**config.mk**
```make
export PLATFORM = sky130hd
export DESIGN_NAME = outer_in_packer32
export DESIGN_NICKNAME = d
export VERILOG_FILES = /design/src/rtl/outer_in_packer32.sv
export SDC_FILE = /design/constraint.sdc
export NUM_CORES = 1
export LEC_CHECK = 0
export BUFFER_PORTS_ARGS = -buffer_cell sky130_fd_sc_hd__buf_4
export CAP_MARGIN = 30
export CORE_UTILIZATION = 31
export DETAILED_ROUTE_END_ITERATION = 10
export GPL_TIMING_DRIVEN = 0
export MAX_ROUTING_LAYER = met4
export PLACE_DENSITY = 0.48
export SLEW_MARGIN = 20
export SYNTH_ARGS = -nofsm -noshare
export SYNTH_HDL_FRONTEND = slang
export SYNTH_SLANG_ARGS = --single-unit
```
**constraint.sdc**
```tcl
create_clock -name clk -period 6.1 [get_ports clk]
set_input_delay 0.915 -clock clk [delete_from_list [all_inputs] [get_ports clk]]
set_output_delay 0.915 -clock clk [all_outputs]
set_load 0.02 [all_outputs]
```
**src/rtl/outer_in_packer32.sv**
```systemverilog
// outer_in_packer32
// Packs pairs of 32-bit host half-words (low half first) into 64-bit words,
// zero-padding the high half when a message ends on an odd half-word.
// Packed words are queued in a small FIFO feeding the outer input adapter,
// and the number of words popped in the current message is reported.
//
// state  | meaning
// -------+---------------------------------------------------------------
// sEmpty | no half-word held; next accepted half is a low half
// sHalf  | low half held in 'hold'; next accepted half completes the word

module outer_in_packer32 #(
    parameter int Depth = 2,
    parameter int CntW  = 15
) (
    input  logic            clk,
    input  logic            rst,
    input  logic [31:0]     e__in,
    input  logic            e__in_isReady,
    output logic            e__in_canReceive,
    input  logic            e__in_isLast,
    output logic [63:0]     o__in,
    output logic            o__in_isReady,
    input  logic            o__in_canReceive,
    output logic            o__in_isLast,
    output logic [CntW-1:0] wordsOut
);

    localparam int PtrW   = (Depth > 1) ? $clog2(Depth) : 1;
    localparam int CountW = $clog2(Depth) + 1;
    localparam logic [CountW-1:0] CountFull = CountW'(Depth);
    localparam logic [CntW-1:0]   WordsMax  = '1;

    typedef enum logic {
        sEmpty = 1'b0,
        sHalf  = 1'b1
    } packState_t;

    packState_t      state;
    packState_t      stateNext;
    logic [31:0]     hold;
    logic [63:0]     memData [Depth];
    logic            memLast [Depth];
    logic [PtrW-1:0] wrPtr;
    logic [PtrW-1:0] rdPtr;
    logic [CountW-1:0] count;

    logic        inXfer;
    logic        pop;
    logic        push;
    logic        pushLast;
    logic [63:0] pushData;
    logic        holdLoad;

    // Space is judged on the registered count only, so a pop never
    // combinationally frees a slot for the input side.
    assign e__in_canReceive = (count != CountFull);
    assign o__in_isReady    = (count != '0);
    assign inXfer           = e__in_isReady & e__in_canReceive;
    assign pop              = o__in_isReady & o__in_canReceive;
    assign o__in            = memData[rdPtr];
    assign o__in_isLast     = memLast[rdPtr];

    // Packer state register.
    always_ff @(posedge clk or posedge rst) begin
        if (rst) begin
            state <= sEmpty;
        end else begin
            state <= stateNext;
        end
    end

    // Packer next-state: a held low half waits for its partner; a last
    // half always returns to sEmpty.
    always_comb begin
        stateNext = state;
        if (inXfer) begin
            case (state)
                sEmpty:  stateNext = e__in_isLast ? sEmpty : sHalf;
                sHalf:   stateNext = sEmpty;
                default: stateNext = sEmpty;
            endcase
        end
    end

    // Packer outputs: decide whether to hold the half or push a full word.
    always_comb begin
        push     = 1'b0;
        pushLast = 1'b0;
        pushData = '0;
        holdLoad = 1'b0;
        if (inXfer) begin
            case (state)
                sEmpty: begin
                    if (e__in_isLast) begin
                        push     = 1'b1;
                        pushLast = 1'b1;
                        pushData = {32'b0, e__in};
                    end else begin
                        holdLoad = 1'b1;
                    end
                end
                sHalf: begin
                    push     = 1'b1;
                    pushLast = e__in_isLast;
                    pushData = {e__in, hold};
                end
                default: begin
                    push = 1'b0;
                end
            endcase
        end
    end

    // Low-half holding register.
    always_ff @(posedge clk or posedge rst) begin
        if (rst) begin
            hold <= '0;
        end else if (holdLoad) begin
            hold <= e__in;
        end
    end

    // FIFO storage; cleared on reset so the idle head reads as zero.
    always_ff @(posedge clk or posedge rst) begin
        if (rst) begin
            for (int i = 0; i < Depth; i++) begin
                memData[i] <= '0;
                memLast[i] <= 1'b0;
            end
        end else if (push) begin
            memData[wrPtr] <= pushData;
            memLast[wrPtr] <= pushLast;
        end
    end

    // FIFO pointers and occupancy; Depth is a power of two so pointers wrap naturally.
    always_ff @(posedge clk or posedge rst) begin
        if (rst) begin
            wrPtr <= '0;
            rdPtr <= '0;
            count <= '0;
        end else begin
            if (push) begin
                wrPtr <= wrPtr + PtrW'(1);
            end
            if (pop) begin
                rdPtr <= rdPtr + PtrW'(1);
            end
            case ({push, pop})
                2'b10:   count <= count + CountW'(1);
                2'b01:   count <= count - CountW'(1);
                default: count <= count;
            endcase
        end
    end

    // Delivered-word counter: saturating count of non-last pops, cleared
    // when the closing word of a message leaves.
    always_ff @(posedge clk or posedge rst) begin
        if (rst) begin
            wordsOut <= '0;
        end else if (pop) begin
            if (o__in_isLast) begin
                wordsOut <= '0;
            end else if (wordsOut != WordsMax) begin
                wordsOut <= wordsOut + CntW'(1);
            end
        end
    end

endmodule
```
==> impl_metrics.ini, run 1 <==
[status]
outcome = complete, no violations

[synth]
synth_top_family_by_area = compound AO/OA/AOI/OAI gates
synth_top_flop_cell = dfrtp_1
ys_warn_count = 0
synth-xor-area-share = 0.00435
synth_compound_area_frac = 0.146
muxShareOfSynthArea = 0.138
synth_seq_cells = 182
synthCells = 758
yosysMostFrequentCell = dfrtp_1
yosys.area.top_type = dfrtp_1
ys_top_cells_by_area = dfrtp_1 56%, mux2_2 14%, nand2_1 8.0%, o21ai_0 7.8%, a22oi_1 3.0%
avgSynthCellArea_um2 = 10.6
synth_fp_nets = 797
synth-simple-area-share = 0.108
ys_top_cells_by_count = 182 x dfrtp_1, 171 x nand2_1, 125 x o21ai_0, 97 x mux2_2, 32 x a22oi_1
async_reset_ff_frac = 1.00
seq_area_frac_synth = 0.565
ys_types = 41
syn_area_um2 = 8060
synth-adder-area-share = 0.00310
synth_top_cell_area_share = 0.565
synth_edf_count = 0

[route]
via_per_inst = 4.92
ant_nets = 0
drcViolationCount = 0
routed_wl_um = 22600
num_vias = 6095
first_pass_iters = 5
post_drt_wl_per_cell_um = 18.2
dr.first_iter.drc_count = 425

[floorplan]
initial_utilization = 0.318
core_area_um2 = 25300
die_area_um2 = 26700
die_w_um = 163
dieHeight_um = 163
io_pins = 119
rows = 58

[power_and_ir_drop]
swShare = 0.395
power_mw = 5.47
power_switching_mw = 2.16
seqPwrFrac = 0.367
leakagePower_nw = 4.52
clock_power_share = 0.209
comb_power_share = 0.424
p_int_mw = 3.31
powerDensity_nw_per_um2 = 546
peakVddDrop_mv = 0.235

[critical_path]
path_cells = buf_1, clkbuf_1, mux2_2, buf_4
worst-setup-path-type = register to primary output
max_stage_delay_ns = 0.63
critPathTopFamily = buffers and inverters
crit_path_top_delay_cell = clkbuf_1
worstPathArrival_ns = 2.64
path_max_fanout = 10
cp.required_ns = 5.18
crit_path_end_kind = primary output
start_kind = register
path_buf_inv = 3

[sta]
setup_violations = 0
finClkSkew_ns = 0.0179
fin_crit_ns = 3.55
max_freq_mhz = 282
finalHoldViolations = 0
period_share = 0.582
max_slew_margin = 0.500
rsz0062_at_grt = no
setup_ws_ns = 2.55
tightest_slew_ns = 0.729
slew_viol_final = 0

[clock_tree]
path_clk_slew_ns = 0.07
cts_tree = done
cts_root_buffer = clkbuf_16
cts_buffer_depth = 2
h-tree-depth = 4
cts.repair.resized = 0
cts_hold_buffers = 0
numCtsBuffers = 17
clock_latency_ns = 0.45
cts.sinks = 182
postCtsSetupBuffers = 0

[hold_path]
holdCritPathClass = register to register

[finish]
diodes = 0
layout-drive-gt1-share = 0.300
fin_nets = 935
area_growth_pct = 24.4
nFillCells = 2530

[global_route]
grt_pass1_vias = 6118
antenna_found_initial = 0
grt_overflow_total = 0
grt_max_degree = 93
grt_use_total = 0.185
grt_first_pass_wirelength_um = 35900

[placed_design]
hpwl_um = 16300
gp_congestion = 0.764
portBuffers = 118
place_ws_ns = 2.96

[job]
drv_cap = 0
-- power groups by stage --
stage	Sequential, mW	Clock, mW	Combinational (mW)
5_1_grt	2.08	1.22	2.57
6_report	2.01	1.15	2.32
2_1_floorplan	1.97	0	1.51
3_5_place_dp	2.03	0	2.35
4_1_cts	2.01	1.17	2.36
3_3_place_gp	2.02	0	2.34
-- cell families after synthesis --
| logic type | Yosys count |
|---|---|
| buffers and inverters | 64 |
| adders and majority gates | 2 |
| DFF | 182 |
| AOI/OAI and AO/OA | 198 |
| xor gates and xnor gates | 4 |
| and+or+nand+nor | 209 |
| muxes | 99 |
-- worst min-delay path: stages, from the launching register on --
cell	delay (ns)
dfrtp_1	0.34
nand2_1	0.04
o21ai_0	0.06
-- layer usage --
metal	share of wire	GRT usage	wire, um	vias to the layer above
li1	-	-	-	2948
met1	0.50	0.264	11200	2997
met2	0.46	0.272	10400	129
met3	0.033	0.0256	749	21
met4	0.010	0.0497	231	0
met5	0	-	0	-
-- cell type report --
class	instances	area (um^2)	area share
buffer	53	243	0.0242
timing repair buffer	119	913	0.0911
clock inverter	15	204	0.0203
tap	330	413	0.0412
sequential	182	4550	0.454
clock buffer	17	425	0.0424
multi-input combinational	512	3220	0.322
inverter	11	48.8	0.00487
-- per-stage QoR --
stage	TNS, ns	utilization	area, um^2	std cells	hold slack [ns]
2_1_floorplan	0	-	8060	758	0.444
6_report	0	0.396	10000	1239	0.477
3_5_place_dp	0	0.371	9400	1207	0.465
4_1_cts	0	0.396	10000	1239	0.482
3_3_place_gp	-430.38	0.370	9360	1206	0.456
5_1_grt	0	0.396	10000	1239	0.495
-- layout by cell type, fill, tap and decap left out, types with 2 or more instances in the layout --
cell type / n
inv_1: 10
o221ai_1: 5
buf_1: 2
mux2_2: 97
a32o_1: 2
buf_6: 3
nor2_1: 8
dfrtp_1: 182
a21oi_1: 4
o21ai_0: 125
buf_4: 118
clkbuf_1: 31
nand4_1: 3
xnor2_1: 3
nor4_1: 4
a22o_1: 10
a22oi_1: 32
clkinv_8: 6
nand3_1: 4
a221o_1: 2
buf_2: 17
or4_1: 3
clkbuf_16: 17
nor3_1: 8
nand2_1: 171
inv_8: 4
ha_1: 2
inv_6: 3
mux2i_1: 2
o211ai_1: 4
o21ai_1: 8
-- sequential cells by signal, summed over array words and instances, names as in the netlist --
name,flops
state,1
count,2
rdPtr,1
memLast,2
memData,128
hold,32
wordsOut,15
wrPtr,1
-- worst paths after layout --
check	from	cells past startpoint	slack, ns	end
worst min-delay path	memData[97]	2	0.48	memData[97]
max in group asynchronous	rst	3	4.64	memData[94]
min in group asynchronous	rst	2	0.57	memData[7]
worst min register to register	memData[97]	2	0.48	memData[97]
worst max register to register	count[0]	7	3.83	count[1]
worst max-delay path	rdPtr	4	2.55	o__in[30]
Power figures use the tool's default switching activity.
==> run 2, diff against run 1 <==
Settings changed: PLACE_DENSITY 0.48 to 0.47.
Clock period 6.1 ns to 3.6 ns, I/O delays scaled along.
==> run 2 against run 1 <==
  * Final cell count up 0.40%
  * Die area unchanged
  * Critical path depth unchanged
  * Worst hold slack worse by 0.33 ns
  * Global-route usage up 0.11 points
  * Non-clock buffer count up 5
  * Highest routed layer unchanged
==> impl_metrics.ini, run 2 (synthesized netlist as in run 1, its figures left out) <==
[status]
outcome = complete, no violations

[clock_tree]
h-tree-depth = 4
cts.repair.resized = 0
path_clk_slew_ns = 0.08
cts_buffer_depth = 2
cts_root_buffer = clkbuf_16
cts_hold_buffers = 0
clock_latency_ns = 0.43
cts_tree = done
cts.sinks = 182
postCtsSetupBuffers = 0
numCtsBuffers = 17

[placed_design]
hpwl_um = 16800
portBuffers = 118
gp_congestion = 0.737
placedCellCount = 1212

[route]
ant_nets = 0
via_per_inst = 4.91
routed_wl_um = 22900
post_drt_wl_per_cell_um = 18.4
num_vias = 6102
dr.first_iter.drc_count = 293
first_pass_iters = 4
drcViolationCount = 0

[sta]
hold_slack_ns = 0.151
rsz0062_at_grt = no
fin_crit_ns = 3.19
period_share = 0.886
finalHoldViolations = 0
finClkSkew_ns = 0.0105
tightest_slew_ns = 0.773
max_freq_mhz = 314
max_slew_margin = 0.484
slew_viol_final = 0
setup_violations = 0

[hold_path]
holdCritPathClass = primary input to async pin

[job]
drv_cap = 0

[critical_path]
cp.required_ns = 3.06
crit_path_top_delay_cell = clkbuf_1
path_max_fanout = 10
critPathTopFamily = buffers and inverters
crit_path_end_kind = primary output
start_kind = register
r2r_end = count[1]
path_buf_inv = 3
reg2reg_depth = 7
reg2reg_slack_ns = 1.35
r2r-start = count[0]
max_stage_delay_ns = 0.61
worstPathArrival_ns = 2.65
cp_num_cells = 4
worst-setup-path-type = register to primary output
path_cells = buf_1, clkbuf_1, mux2_2, buf_4

[global_route]
grt_use_total = 0.186
grt_max_degree = 33
antenna_found_initial = 0
grt_pass1_vias = 6170
grt_first_pass_wirelength_um = 36300
grt_overflow_total = 0

[finish]
largest_register_ffs = 128
regMostFlops = memData
nFillCells = 2544
fin_nets = 940
mostFrequentLayoutCells = 182 x dfrtp_1, 171 x nand2_1, 125 x o21ai_0, 118 x buf_4, 97 x mux2_2
layout_commonest_cell = dfrtp_1
area_growth_pct = 24.9
layout-drive-gt1-share = 0.304
diodes = 0
instances_no_fill = 1244
reg_top3 = memData: 128 flops, hold: 32 flops, wordsOut: 15 flops

[floorplan]
dieHeight_um = 163
die_area_um2 = 26700
core_area_um2 = 25300
rows = 58
io_pins = 119
initial_utilization = 0.318
die_w_um = 163

[power_and_ir_drop]
leakagePower_nw = 4.55
peakVddDrop_mv = 0.348
powerDensity_nw_per_um2 = 913
==> run 2: changes by cell type in the layout (fill, tap and decap cells not counted), sizes merged <==
cell / delta
buf: +5
bufinv: -1
clkinv: +1
==> run 2: worst max path at each step <==
stage,start,to,slack [ns]
floorplan,rst,count[0],0.72
global placement,rst,memData[119],-0.67
detailed placement,rdPtr,o__in[31],0.84
CTS,rdPtr,o__in[31],0.37
global route,rdPtr,o__in[30],0.33
finish,rdPtr,o__in[30],0.41
==> run 2: where the power goes <==
| part | total (mW) | internal, mW | switching, mW |
|---|---|---|---|
| combinational | 3.93 | 1.66 | 2.27 |
| sequential | 3.41 | 2.94 | 0.465 |
| clock | 1.86 | 0.931 | 0.924 |
==> run 2: layer usage <==
metal  wire [um]  up-vias  track usage
met5           0        -            -
met4         190        0       0.0416
met3         897        9       0.0295
met2       10200      129        0.267
met1       11600     3016        0.273
li1            -     2948            -
==> run 2: worst reg2reg max path, stage by stage (launching register included) <==
cell	delay, ns
dfrtp_1	0.46
o21ai_1	0.55
inv_1	0.21
clkbuf_1	0.29
ha_1	0.29
xnor2_1	0.12
nor2_1	0.11
xor2_1	0.14
==> run 2: final cells by class <==
class | count | area [um^2] | share of cell area
Clock inverter | 15 | 163 | 0.0161
Inverter | 11 | 45.0 | 0.00447
Tap cell | 330 | 413 | 0.0410
Sequential cell | 182 | 4550 | 0.452
Clock buffer | 17 | 425 | 0.0422
Multi-Input combinational cell | 512 | 3220 | 0.320
Timing Repair Buffer | 124 | 1010 | 0.0999
Buffer | 53 | 243 | 0.0241
==> run 2: through the flow <==
| step | utilization | power [mW] | setup slack [ns] | cell area, um^2 | setup TNS, ns |
|---|---|---|---|---|---|
| floorplan | - | 5.90 | 0.723 | 8070 | 0 |
| global placement | 0.370 | 7.37 | -0.672 | 9360 | -119.70 |
| detailed placement | 0.374 | 7.44 | 0.844 | 9480 | 0 |
| CTS | 0.398 | 9.31 | 0.368 | 10100 | 0 |
| global route | 0.398 | 9.84 | 0.326 | 10100 | 0 |
| finish | 0.398 | 9.20 | 0.412 | 10100 | 0 |
==> run 3, diff against run 2 <==
Settings changed: CORE_UTILIZATION 31 to 57, PLACE_DENSITY 0.47 to 0.78.
==> run 3 against run 2 <==
  * Routed wire length shrank 5.8%
  * Utilization grew 32 points
  * Combinational power grew 1%
  * Largest cell class unchanged
  * Largest power group unchanged
  * Via count grew 9.0%
  * Register-to-register slack gained 0.03 ns
==> impl_metrics.ini, run 3 (synthesized netlist as in run 1, its figures left out) <==
[status]
outcome = complete, no violations

[finish]
reg_top3 = memData: 128 flops, hold: 32 flops, wordsOut: 15 flops
multi_input_area_um2 = 3220
diodes = 0
layout-drive-gt1-share = 0.304
largest_register_ffs = 128
finalCoreUtilization = 0.721
nFillCells = 988
area_growth_pct = 23.7
regMostFlops = memData
layout_commonest_cell = dfrtp_1
regArea_um2 = 4550
fin_nets = 940
mostFrequentLayoutCells = 182 x dfrtp_1, 171 x nand2_1, 125 x o21ai_0, 118 x buf_4, 97 x mux2_2

[sta]
max_freq_mhz = 324
hold_slack_ns = 0.107
period_share = 0.857
tightest_slew_ns = 0.695
max_slew_margin = 0.523
slew_viol_final = 0
finClkSkew_ns = 0.00749
rsz0062_at_grt = no
setup_violations = 0
fin_crit_ns = 3.09
setup_ws_ns = 0.515
finalHoldViolations = 0

[placed_design]
hpwl_um = 15300
gp_congestion = 0.864
portBuffers = 118
place_ws_ns = 1.00

[critical_path]
crit_path_end_kind = primary output
path_max_fanout = 10
cp.required_ns = 3.06
worst-setup-path-type = register to primary output
worstPathArrival_ns = 2.55
start_kind = register

[route]
num_vias = 6651
routed_wl_um = 21500
ant_nets = 0
via_per_inst = 6.08
post_drt_wl_per_cell_um = 19.7
drcViolationCount = 0
dr.first_iter.drc_count = 646
first_pass_iters = 5

[floorplan]
io_pins = 119
rows = 43
die_area_um2 = 14600
core_area_um2 = 13800
die_w_um = 121
initial_utilization = 0.583
dieHeight_um = 121

[clock_tree]
path_clk_slew_ns = 0.06
cts.sinks = 182
postCtsSetupBuffers = 0
cts_tree = done
clock_latency_ns = 0.43
cts_root_buffer = clkbuf_16
h-tree-depth = 4
cts.repair.resized = 0
cts_hold_buffers = 0
numCtsBuffers = 17
cts_buffer_depth = 2

[job]
drv_cap = 0

[global_route]
grt_max_degree = 36
antenna_found_initial = 0
grt_overflow_total = 0
grt_use_total = 0.318
grt_first_pass_wirelength_um = 34100
grt_pass1_vias = 6422

[power_and_ir_drop]
powerDensity_nw_per_um2 = 952
peakVddDrop_mv = 0.483
leakagePower_nw = 4.58

[hold_path]
holdCritPathClass = primary input to async pin
[run 3: cell count changes in the layout (fill, tap and decap cells not counted)]
cell | before | now
clkinv_8 | 4 | 0
bufinv_16 | 0 | 5
clkbuf_8 | 0 | 1
inv_6 | 5 | 4
inv_8 | 2 | 0
buf_12 | 6 | 4
clkinv_4 | 3 | 0
buf_16 | 0 | 2
clkinvlp_4 | 1 | 5
[run 3: area by class of cell]
cell class | instances | area share
multi-input cells | 512 | 0.323
plain buffers | 53 | 0.0243
clock inverters | 14 | 0.0221
clock buffers | 18 | 0.0440
repair buffers | 124 | 0.102
well taps | 180 | 0.0226
flip-flops and latches | 182 | 0.457
inverters | 11 | 0.00452
[run 3: critical path, stage by stage (launching register included)]
cell and delay (ns):
dfrtp_1 0.38, buf_1 0.57, clkbuf_1 0.57, mux2_2 0.43, buf_4 0.16
[run 3: final timing paths]
kind | cells past startpoint | endpoint | slack, ns | from
setup / recovery | 4 | o__in[34] | 0.51 | rdPtr
setup reg to reg | 7 | count[1] | 1.38 | count[0]
max in group asynchronous | 5 | memData[59] | 2.52 | rst
hold reg to reg | 2 | memData[83] | 0.47 | memData[83]
hold / removal | 2 | memData[11] | 0.11 | rst
min in group clk | 2 | hold[4] | 0.37 | e__in[4]
[run 3: per-layer routing]
metal  vias up  GRT usage  wire (um)  share of wire
li1       2966          -          -              -
met1      3360      0.423       8890           0.41
met2       279      0.501      10700           0.50
met3        46     0.0484       1470          0.068
met4         0      0.107        469          0.022
met5         -          -          0              0
[run 3: where the power goes]
part	internal (mW)	switching (mW)	leakage (nW)
combinational	1.67	2.30	1.87
sequential	2.95	0.511	2.40
clock	1.26	0.812	0.310
[run 3: through the flow]
stage | area [um^2] | std cells | power (mW) | setup TNS [ns]
global route | 9970 | 1094 | 9.98 | 0
detailed placement | 9310 | 1062 | 7.36 | 0
floorplan | 8070 | 758 | 5.90 | 0
CTS | 9970 | 1094 | 9.47 | 0
finish | 9970 | 1094 | 9.50 | 0
global placement | 9180 | 1056 | 7.14 | -21.61
